[src/rtl/gate_pkg.sv]
// Shared definitions for the gate sweep controller: op codes, FSM states and the
// golden reference function used to judge each sampled gate output.
package gate_pkg;

    localparam logic [2:0] OP_AND  = 3'd0;
    localparam logic [2:0] OP_OR   = 3'd1;
    localparam logic [2:0] OP_XOR  = 3'd2;
    localparam logic [2:0] OP_XNOR = 3'd3;
    localparam logic [2:0] OP_NAND = 3'd4;
    localparam logic [2:0] OP_NOR  = 3'd5;
    localparam logic [2:0] OP_NOT  = 3'd6;
    localparam logic [2:0] OP_BUF  = 3'd7;

    localparam int unsigned MAX_N_IN = 4;

    typedef enum logic [1:0] {
        StIdle,
        StRun,
        StFin
    } state_e;

    // Expected gate output for input vector vec; only the low n_in bits take part.
    function automatic logic golden(input logic [2:0] op, input logic [MAX_N_IN-1:0] vec,
                                    input int unsigned n_in);
        logic [MAX_N_IN-1:0] mask;
        logic [MAX_N_IN-1:0] used;
        logic [MAX_N_IN-1:0] and_in;
        mask   = MAX_N_IN'((1 << n_in) - 1);
        used   = vec & mask;
        // Unused upper bits are forced high so they cannot spoil an AND reduction.
        and_in = vec | ~mask;
        case (op)
            OP_AND:  golden = &and_in;
            OP_OR:   golden = |used;
            OP_XOR:  golden = ^used;
            OP_XNOR: golden = ~^used;
            OP_NAND: golden = ~&and_in;
            OP_NOR:  golden = ~|used;
            OP_NOT:  golden = ~vec[0];
            default: golden = vec[0];
        endcase
    endfunction

endpackage

[src/rtl/sweep_counter.sv]
// Settle-time counter plus vector index for the gate sweep; flags the sample
// cycle of each vector and the final vector of the sweep.
module sweep_counter #(
    parameter int unsigned N_IN   = 2,
    parameter int unsigned SETTLE = 1
) (
    input  logic            clk_i,
    input  logic            reset_i,
    input  logic            clear_i,
    input  logic            en_i,
    output logic [N_IN-1:0] vec_o,
    output logic            tick_o,
    output logic            last_o
);

    localparam logic [3:0] CntMax = 4'(SETTLE - 1);

    logic [3:0]      cnt_q, cnt_d;
    logic [N_IN-1:0] vec_q, vec_d;

    assign vec_o  = vec_q;
    assign tick_o = (cnt_q == CntMax);
    assign last_o = (vec_q == {N_IN{1'b1}});

    always_comb begin
        cnt_d = cnt_q;
        vec_d = vec_q;
        if (clear_i) begin
            cnt_d = '0;
            vec_d = '0;
        end else if (en_i) begin
            if (tick_o) begin
                cnt_d = '0;
                // The last vector stays driven through the finish cycle.
                if (!last_o) begin
                    vec_d = vec_q + 1'b1;
                end
            end else begin
                cnt_d = cnt_q + 4'd1;
            end
        end
    end

    always_ff @(posedge clk_i or posedge reset_i) begin
        if (reset_i) begin
            cnt_q <= '0;
            vec_q <= '0;
        end else begin
            cnt_q <= cnt_d;
            vec_q <= vec_d;
        end
    end

endmodule

[src/rtl/gate_sweep_ctrl.sv]
// In-circuit exhaustive tester for one N-input gate: sweeps every input vector,
// records the observed truth table and counts mismatches against the golden op.
module gate_sweep_ctrl
    import gate_pkg::*;
#(
    parameter int unsigned N_IN   = 2,
    parameter int unsigned SETTLE = 1
) (
    input  logic                   clk_i,
    input  logic                   reset_i,
    input  logic                   start_i,
    input  logic [2:0]             op_i,
    input  logic                   s_i,
    output logic [N_IN-1:0]        vec_o,
    output logic                   busy_o,
    output logic                   done_o,
    output logic                   pass_o,
    output logic [(1<<N_IN)-1:0]   table_o,
    output logic [N_IN:0]          err_count_o
);

    localparam int unsigned NVec = 1 << N_IN;

    state_e          state_q, state_d;
    logic [2:0]      op_q, op_d;
    logic [NVec-1:0] table_q, table_d;
    logic [N_IN:0]   err_q, err_d;
    logic            pass_q, pass_d;

    logic            cnt_clear;
    logic            cnt_en;
    logic [N_IN-1:0] vec;
    logic            tick;
    logic            last;

    sweep_counter #(
        .N_IN   (N_IN),
        .SETTLE (SETTLE)
    ) u_sweep_counter (
        .clk_i   (clk_i),
        .reset_i (reset_i),
        .clear_i (cnt_clear),
        .en_i    (cnt_en),
        .vec_o   (vec),
        .tick_o  (tick),
        .last_o  (last)
    );

    always_comb begin
        state_d   = state_q;
        op_d      = op_q;
        table_d   = table_q;
        err_d     = err_q;
        pass_d    = pass_q;
        cnt_clear = 1'b0;
        cnt_en    = 1'b0;
        unique case (state_q)
            StIdle: begin
                if (start_i) begin
                    op_d      = op_i;
                    table_d   = '0;
                    err_d     = '0;
                    pass_d    = 1'b0;
                    cnt_clear = 1'b1;
                    state_d   = StRun;
                end
            end
            StRun: begin
                cnt_en = 1'b1;
                if (tick) begin
                    table_d[vec] = s_i;
                    if (s_i != golden(op_q, MAX_N_IN'(vec), N_IN)) begin
                        err_d = err_q + 1'b1;
                    end
                    if (last) begin
                        // Verdict includes the compare made on this very edge.
                        pass_d  = (err_d == '0);
                        state_d = StFin;
                    end
                end
            end
            StFin: begin
                cnt_clear = 1'b1;
                state_d   = StIdle;
            end
            default: begin
                state_d = StIdle;
            end
        endcase
    end

    always_ff @(posedge clk_i or posedge reset_i) begin
        if (reset_i) begin
            state_q <= StIdle;
            op_q    <= '0;
            table_q <= '0;
            err_q   <= '0;
            pass_q  <= 1'b0;
        end else begin
            state_q <= state_d;
            op_q    <= op_d;
            table_q <= table_d;
            err_q   <= err_d;
            pass_q  <= pass_d;
        end
    end

    assign vec_o       = vec;
    assign busy_o      = (state_q == StRun);
    assign done_o      = (state_q == StFin);
    assign pass_o      = pass_q;
    assign table_o     = table_q;
    assign err_count_o = err_q;

endmodule

[config.mk]
export PLATFORM = sky130hd
export DESIGN_NAME = gate_sweep_ctrl
export DESIGN_NICKNAME = d
export VERILOG_FILES = /design/src/rtl/gate_pkg.sv /design/src/rtl/sweep_counter.sv /design/src/rtl/gate_sweep_ctrl.sv
export SDC_FILE = /design/constraint.sdc
export NUM_CORES = 1
export LEC_CHECK = 0
export ABC_AREA = 1
export BUFFER_PORTS_ARGS = -buffer_cell sky130_fd_sc_hd__buf_2
export CORE_MARGIN = 2
export CORE_UTILIZATION = 49
export DETAILED_ROUTE_END_ITERATION = 10
export PLACE_DENSITY = 0.73
export SLEW_MARGIN = 20
export SYNTH_ARGS = -nofsm -noshare
export SYNTH_HDL_FRONTEND = slang
export SYNTH_SLANG_ARGS = --single-unit
[constraint.sdc]
create_clock -name clk_i -period 1.7 [get_ports clk_i]
set_input_delay 0.255 -clock clk_i [delete_from_list [all_inputs] [get_ports clk_i]]
set_output_delay 0.255 -clock clk_i [all_outputs]
set_load 0.005 [all_outputs]
==> results of run 1 <==
flip-flops by register name, indices dropped and copies added (netlist names):
name                   count
pass_o                     1
u_sweep_counter.cnt_q      4
err_count_o                3
state_q                    2
op_q                       3
table_o                    4
u_sweep_counter.vec_o      2
cell usage in the layout, fill, tap and decap left out, types with 3 or more instances in the layout:
cell      Yosys  final
a21oi_1       8      8
buf_2         0     18
buf_4         0     10
buf_6         0      3
clkbuf_4      0      3
dfrtp_1      19     19
ha_1          8      5
ha_4          0      3
inv_1        16     14
inv_2        11     12
nand2_1      22     14
nand2_2       5      9
nand2_4       2      6
nand3_1      10      6
nand3_2       3      5
nor2_1       10      9
nor3_1        3      3
o21ai_0      10      8
what timing repair did:
action / CTS / global route
resized for setup: 4 / 30
setup buffers: 2 / 2
endpoints found under the hold margin: 19 / 0
pin swaps: 1 / 9
hold buffers: 1 / 0
endpoints found under the setup margin: 4 / 6
layer usage:
| metal | routed length, microns | part of all wire (%) | vias to the layer above |
|---|---|---|---|
| li1 | - | - | 521 |
| met1 | 1120 | 42 | 488 |
| met2 | 1390 | 52 | 26 |
| met3 | 66 | 2.5 | 9 |
| met4 | 74 | 2.8 | 0 |
| met5 | 0 | 0 | - |
stage by stage:
stage	hold WS (ps)	TNS, ps	worst slack (ps)	area [sq um]
finish	145	0	26.9	1550
floorplan	206	0	22.5	1150
global route	189	-199	-91.3	1550
CTS	141	0	0.0502	1400
global placement	283	0	24.6	1350
detailed placement	294	-174	-67.1	1350
worst max path at each step:
stage,start,end,depth (start not counted)
finish,u_sweep_counter.vec_o[0],pass_o,14
global route,u_sweep_counter.vec_o[0],pass_o,14
CTS,u_sweep_counter.vec_o[0],pass_o,14
detailed placement,u_sweep_counter.vec_o[0],pass_o,13
global placement,u_sweep_counter.vec_o[0],pass_o,13
floorplan,u_sweep_counter.vec_o[0],err_count_o[2],12
power by group through the flow:
stage               clock network, mW  registers, mW  logic, mW
finish                          0.238          0.764       2.05
detailed placement                  0          0.770       1.54
global placement                    0          0.758       1.49
CTS                             0.239          0.749       1.63
floorplan                           0          0.766       1.06
global route                    0.248          0.785       2.27
worst max-delay path: cells and delay by family (launching register included):
| family | cells | cell delay (ps) |
|---|---|---|
| DFF | 1 | 420 |
| AOI/OAI and AO/OA | 1 | 60 |
| buffers and inverters | 2 | 220 |
| adders and majority gates | 1 | 130 |
| and+or+nand+nor | 10 | 730 |
logic make-up after synthesis:
logic type,synth area share (%)
and+or+nand+nor,29.0
buffers and inverters,8.80
AOI/OAI and AO/OA,11.5
DFF,41.3
adders and majority gates,8.69
xor gates and xnor gates,0.760
cell usage after synthesis:
library cell | n | area, sq um
nor3_2 | 1 | 10.0
nor2_2 | 1 | 6.26
nor3_1 | 3 | 15.0
nand2_2 | 5 | 31.3
nor2_8 | 1 | 20.0
nand4_1 | 1 | 6.26
a311oi_1 | 2 | 17.5
inv_2 | 11 | 41.3
xor2_1 | 1 | 8.76
nand3_1 | 10 | 50.1
o22ai_1 | 2 | 12.5
dfrtp_1 | 19 | 475
inv_1 | 16 | 60.1
nor2_1 | 10 | 37.5
nor2_4 | 2 | 22.5
nand2_1 | 22 | 82.6
o21ai_1 | 1 | 5.00
ha_1 | 8 | 100
a21oi_1 | 8 | 40.0
nand3_2 | 3 | 30.0
o21ai_0 | 10 | 50.1
o211ai_1 | 1 | 7.51
nand2_4 | 2 | 22.5
final cells by class:
class | instances | area, sq um
clock buffers | 3 | 22.5
multi-input cells | 94 | 698
fillers | 172 | 663
clock inverters | 1 | 5.00
well taps | 28 | 35.0
inverters | 27 | 104
flip-flops and latches | 19 | 475
repair buffers | 32 | 209
==> results.ini, run 1 <==
[run_status]
status = finished clean

[sta]
max_freq_ghz = 0.598
period_share_pct = 98.4
finClkSkew_ps = 11.4
fin_crit_ps = 1670
max-slew-margin-rel_pct = 83.3
hold_viol_final = 0
rsz0062_at_grt = true
tightest_slew_ps = 248
slew_violations = 0
setup_viol_count_final = 0

[worst_setup_path]
r2r_end = pass_o
cp_slowest_cell = dfrtp_1
worst-r2r-setup-slack_ps = 30
critical_path_peak_fanout = 4
worstPathArrival_ps = 1870
max_stage_delay_ps = 420
startpoint_type = flop
crit_required_ps = 1900
cp_cell_sequence = inv_2 > buf_6 > ha_4 > nand2_1 > nand3_1 > nand2_1 > nand2_2 > nand2_4 > nand2_4 > nand2_4 > nand2_2 > o21ai_2 > nand3_1 > nand2_1
r2r_start = u_sweep_counter.vec_o[0]
critPathKind = flop to flop
endpoint_kind = flop
rr_worst_depth = 14

[die]
fp.dieArea_sq_mm = 0.00276
rows = 17
initial_core_util_pct = 52.1
ios = 19
die_w_microns = 52.5
core_region_area_sq_mm = 0.00221
die_y_microns = 52.5

[logic_synthesis]
syn_nets = 155
postSynthCellCount = 140
synth.yosys.seq_area_share_pct = 41.3
avgSynthCellArea_sq_um = 8.23
yosysWarningCount = 0
synth.cell_area_sq_mm = 0.00115
ys_ff_latch = 19
ys_types = 23

[detailed_routing]
avgViaCountPerCell = 5.12
vias = 1044
first_pass_iters = 4
drt_first_iter_violations = 19
post-route-drc-count = 0
wl_microns = 2650
routedWlPerCell_microns = 13.0
final_antenna_net_count = 0

[placed_design]
port_buffers = 18
dp_cells = 195
gp_congestion = 0.791
hpwl_microns = 1860

[global_routing]
grtUsageMet3_pct = 2.57
use_met1_pct = 23.5
grt_max_degree = 20
met2_usage_pct = 36.7
grt_pass1_vias = 990
antenna_found_initial = 0
overflow = 0
grt_pass1_wl_microns = 4120
gr-max-usage-layer = met2
grt_usage_pct = 20.7

[power_and_ir_drop]
p_int_mw = 1.56
pwr-share-comb_pct = 67.2
p_leak_nw = 0.787
power_frac_seq_pct = 25.0
swShare_pct = 49.0
power.total_mw = 3.06
vdd_drop_max_mv = 1.02
p_sw_mw = 1.50
power_per_cell_area_mw_per_mm2 = 1970
clkPwrFrac_pct = 7.8

[cells_and_area]
layout.cells.non_filler = 204
antennaDiodeCount = 0
fin_nets = 192
final_core_util_pct = 70.0
drive_gt1_share_pct = 46.0
syn_to_final_growth_pct = 34.4

[clock_tree]
cts_made_buffers = 3
cts.htree.levels = 1
clk_pin_slew_ps = 120
insertion_delay_ps = 310
cts_tree = done
clock-root-buffer = clkbuf_4
clk_path_buf_depth = 2
clkSinkCount = 19

[hold_path]
holdPathEnd = op_q[2]
hp-class = primary input to flop
whs_path_depth = 3
hp-start = op_i[2]

[run]
max_cap_violations = 0

(Power assumes the default switching activity.)
==> run 2: changes to the inputs <==
--- a/config.mk
+++ b/config.mk
@@ -10,7 +10,9 @@
 export CORE_MARGIN = 2
 export CORE_UTILIZATION = 49
 export DETAILED_ROUTE_END_ITERATION = 10
+export GPL_ROUTABILITY_DRIVEN = 0
 export PLACE_DENSITY = 0.73
+export SETUP_SLACK_MARGIN = 0.3
 export SLEW_MARGIN = 20
 export SYNTH_ARGS = -nofsm -noshare
 export SYNTH_HDL_FRONTEND = slang
==> run 2 against run 1 <==
Die area is the same. Combinational power grew 6%. Maximum frequency shrank 1.6%. Cell count grew 4.9%. Core utilization grew 3.3 points. Sequential power grew 0.9%. Global-route usage grew 1.3 points. Critical path type unchanged. Highest routed layer unchanged.
==> results.ini, run 2 (synthesized netlist as in run 1, its figures left out) <==
[global_routing]
antenna_found_initial = 0
grt_max_degree = 20
grt_pass1_wl_microns = 4420
grt_usage_pct = 21.9
grt_pass1_vias = 1066
overflow = 0

[detailed_routing]
first_pass_iters = 4
avgViaCountPerCell = 5.13
vias = 1098
final_antenna_net_count = 0
post-route-drc-count = 0
drt_first_iter_violations = 21
routedWlPerCell_microns = 13.9
wl_microns = 2980

[sta]
finClkSkew_ps = 1.40
max-slew-margin-rel_pct = 81.0
hold_viol_final = 0
fin_ws_ps = 0.135
setup_viol_count_final = 0
rsz0062_at_grt = true
slew_violations = 0
max_freq_ghz = 0.588
period_share_pct = 100
fin_crit_ps = 1700
tightest_slew_ps = 284

[worst_setup_path]
max_stage_delay_ps = 420
cp_slowest_cell = dfrtp_1
critical_path_peak_fanout = 4
critPathKind = flop to flop
cp_cell_sequence = inv_2 > ha_4 > inv_2 > nand2_2 > nand2_1 > nand2_1 > nand3_2 > nand2_2 > nand2_4 > nand2_4 > nand2_2 > o21ai_2 > o22ai_1
cpMostUsedCell = nand2_2
endpoint_kind = flop
worst-r2r-setup-slack_ps = 0.1
r2r_start = u_sweep_counter.vec_o[1]
r2r_end = err_count_o[1]
startpoint_type = flop
rr_worst_depth = 13
worstPathArrival_ps = 1890
crit_required_ps = 1890

[die]
rows = 17
initial_core_util_pct = 52.1
die_y_microns = 52.5
fp.dieArea_sq_mm = 0.00276
die_w_microns = 52.5
core_region_area_sq_mm = 0.00221
ios = 19

[clock_tree]
clk_pin_slew_ps = 110
cts_tree = done
clock-root-buffer = clkbuf_4
clkSinkCount = 19
insertion_delay_ps = 300
clk_path_buf_depth = 2
cts.htree.levels = 1
cts_made_buffers = 3

[power_and_ir_drop]
p_leak_nw = 0.831
power.total_mw = 3.18
vdd_drop_max_mv = 1.04
power_per_cell_area_mw_per_mm2 = 1960

[hold_path]
whs_path_depth = 3
hp-start = op_i[2]
hp-class = primary input to flop
holdPathEnd = op_q[2]

[cells_and_area]
drive_gt1_share_pct = 50.5
layout_common_cells = dfrtp_1, buf_4, nand2_1, buf_2, inv_2
antennaDiodeCount = 0
fin_nets = 202
syn_to_final_growth_pct = 40.7
layout.cells.non_filler = 214

[placed_design]
dp_cells = 191
hpwl_microns = 1850
port_buffers = 18
dpl_worst_slack_ps = -8.73

[run]
max_cap_violations = 0

[run_status]
status = finished clean

-- run 2: cell types whose count changed in the layout (fill, tap and decap cells not counted), sizes merged --
| cell | before | now |
|---|---|---|
| clkbuf | 3 | 4 |
| buf | 31 | 41 |
| clkinv | 1 | 0 |
-- run 2: worst max path at each step --
stage                                   startpoint             end  cells past startpoint  slack, ps
after floorplan           u_sweep_counter.vec_o[0]          pass_o                     14        120
after global placement    u_sweep_counter.vec_o[0]          pass_o                     14         80
after detailed placement  u_sweep_counter.vec_o[0]  err_count_o[1]                     13         -9
after CTS                 u_sweep_counter.vec_o[0]  err_count_o[2]                     13         70
after global routing      u_sweep_counter.vec_o[1]          pass_o                     14       -120
final                     u_sweep_counter.vec_o[1]  err_count_o[1]                     13        0.1
-- run 2: area by class of cell --
type / instances / area (sq um)
Multi-Input combinational cell: 94 / 682
Fill cell: 168 / 591
Sequential cell: 19 / 475
Timing Repair Buffer: 42 / 297
Inverter: 27 / 106
Tap cell: 28 / 35.0
Clock buffer: 4 / 26.3
-- run 2: where the power goes --
group / internal (mW) / total, mW / switching (mW)
Combinational: 0.966 / 2.17 / 1.20
Clock: 0.0915 / 0.236 / 0.144
Sequential: 0.622 / 0.771 / 0.150
Total: 1.68 / 3.18 / 1.50
-- run 2: what timing repair did --
action | 4_1_cts | 5_1_grt
cloned | 0 | 0
gates resized for setup | 11 | 18
pin swaps | 5 | 13
endpoints found under the hold margin | 19 | 0
buffers inserted | 11 | 7
setup endpoints to repair | 12 | 13
hold buffers | 1 | 0
-- run 2: critical path, delay by kind of cell, from the launching register on --
family | cells | cell delay, ps
simple gates | 8 | 610
compound gates | 2 | 170
fa+ha+maj | 1 | 260
buf+inv | 2 | 120
flops | 1 | 420
-- run 2: through the flow --
stage	cell area, sq um	hold slack [ps]	setup TNS, ps	util, %
5_1_grt	1620	171	-355	73.3
2_1_floorplan	1170	206	0	-
3_3_place_gp	1340	281	0	60.5
4_1_cts	1500	151	0	67.8
3_5_place_dp	1340	288	-8.73	60.5
6_report	1620	153	0	73.3
-- run 2: metal layers --
layer  vias up  routed length (microns)  track usage (%)
met1       522                     1180             25.6
met3         6                       95             2.57
met5         -                        0                0
li1        543                        -                -
met2        27                     1650             40.4
met4         0                       49             8.12
==> run 3: changes to the inputs <==
--- a/config.mk
+++ b/config.mk
@@ -11,6 +11,7 @@
 export CORE_UTILIZATION = 49
 export DETAILED_ROUTE_END_ITERATION = 10
 export GPL_ROUTABILITY_DRIVEN = 0
+export MAX_ROUTING_LAYER = met4
 export PLACE_DENSITY = 0.73
 export SETUP_SLACK_MARGIN = 0.3
 export SLEW_MARGIN = 20
==> run 3 against run 2 <==
The run now ends with setup timing left. Via count is 0.27% higher. Die area unchanged. Maximum frequency about the same. Register-to-register slack about the same. Clock-buffer cell count unchanged. Non-clock buffer count unchanged. Critical path type unchanged. Largest cell class unchanged. Highest routed layer unchanged.
==> results.ini, run 3 (synthesized netlist as in run 1, its figures left out) <==
[run_status]
status = finished, violations left
violations = setup timing

[power_and_ir_drop]
power_per_cell_area_mw_per_mm2 = 1960
vdd_drop_max_mv = 1.04
p_leak_nw = 0.831
power.total_mw = 3.18

[detailed_routing]
wl_microns = 2970
final_antenna_net_count = 0
drt_first_iter_violations = 18
first_pass_iters = 4
vias = 1101
avgViaCountPerCell = 5.14
routedWlPerCell_microns = 13.9
post-route-drc-count = 0

[cells_and_area]
layout.cells.non_filler = 214
final_core_util_pct = 73.3
fin_nets = 202
drive_gt1_share_pct = 50.5
layout_common_cells = dfrtp_1, buf_4, nand2_1, buf_2, inv_2
syn_to_final_growth_pct = 40.7
antennaDiodeCount = 0
final_cell_area_sq_mm = 0.00162

[clock_tree]
cts.htree.levels = 1
cts_made_buffers = 3
clk_pin_slew_ps = 110
clk_path_buf_depth = 2
insertion_delay_ps = 300
cts_tree = done
clock-root-buffer = clkbuf_4
clkSinkCount = 19

[global_routing]
overflow = 0
grt_pass1_vias = 1066
grt_usage_pct = 22.5
antenna_found_initial = 0
grt_max_degree = 20
grt_pass1_wl_microns = 4420

[sta]
timing.hold.ws_ps = 153
fin_ws_ps = -1.50
fin_setup_tns_ps = -1.50
fin_crit_ps = 1700
setup_viol_count_final = 1
hold_viol_final = 0
max_freq_ghz = 0.588
slew_violations = 0
finClkSkew_ps = 0.871
rsz0062_at_grt = true
tightest_slew_ps = 284
max-slew-margin-rel_pct = 81.0
period_share_pct = 100

[hold_path]
hp-class = primary input to flop

[die]
initial_core_util_pct = 52.1
rows = 17
die_w_microns = 52.5
die_y_microns = 52.5
ios = 19
fp.dieArea_sq_mm = 0.00276
core_region_area_sq_mm = 0.00221

[placed_design]
port_buffers = 18
placed_cell_area_sq_mm = 0.00134
hpwl_microns = 1850
dpl_worst_slack_ps = -8.73
dp_cells = 191

[worst_setup_path]
worstPathArrival_ps = 1890
crit_required_ps = 1890
critPathKind = flop to flop
critical_path_peak_fanout = 4
endpoint_kind = flop
startpoint_type = flop

[run]
max_cap_violations = 0

## run 3: cell counts in the layout (fill, tap and decap cells not counted)
Identical to the previous run, type by type.
## run 3: worst paths after layout
| path | slack (ps) | endpoint | from | depth (start not counted) |
|---|---|---|---|---|
| setup / recovery | -2 | err_count_o[1] | u_sweep_counter.vec_o[1] | 13 |
| hold / removal | 150 | op_q[2] | op_i[2] | 3 |
| setup reg to reg | -2 | err_count_o[1] | u_sweep_counter.vec_o[1] | 13 |
| hold reg to reg | 520 | pass_o | pass_o | 2 |
| max in group asynchronous | 990 | err_count_o[2] | reset_i | 4 |
| min in group asynchronous | 500 | op_q[1] | reset_i | 4 |
## run 3: power breakdown
part           internal, mW  leakage (nW)  switching (mW)
combinational         0.966         0.572            1.20
clock                0.0915        0.0150           0.144
sequential            0.622         0.244           0.151
total                  1.68         0.831            1.50
## run 3: metal layers
metal,share of wire (%),vias up,wire length (microns),global-route usage (%)
met3,3.1,6,92,2.57
li1,-,543,-,-
met2,56,29,1650,40.4
met5,0,-,0,-
met1,40,523,1180,25.6
met4,1.7,0,49,8.12
## run 3: layout make-up
class	count	area (sq um)
Clock buffer	4	26.3
Tap cell	28	35.0
Multi-Input combinational cell	94	682
Inverter	27	106
Fill cell	168	591
Sequential cell	19	475
Timing Repair Buffer	42	297
## run 3: worst max-delay path: stages, from the launching register on
cell	delay (ps)
dfrtp_1	420
inv_2	80
ha_4	260
inv_2	40
nand2_2	70
nand2_1	50
nand2_1	60
nand3_2	90
nand2_2	110
nand2_4	70
nand2_4	100
nand2_2	60
o21ai_2	70
o22ai_1	100
## run 3: repair_timing
item	in CTS	in global routing
gates resized for setup	11	18
endpoints found under the setup margin	12	13
hold buffers	1	0
hold endpoints to repair	19	0
buffers inserted	11	7
pin swaps	5	13
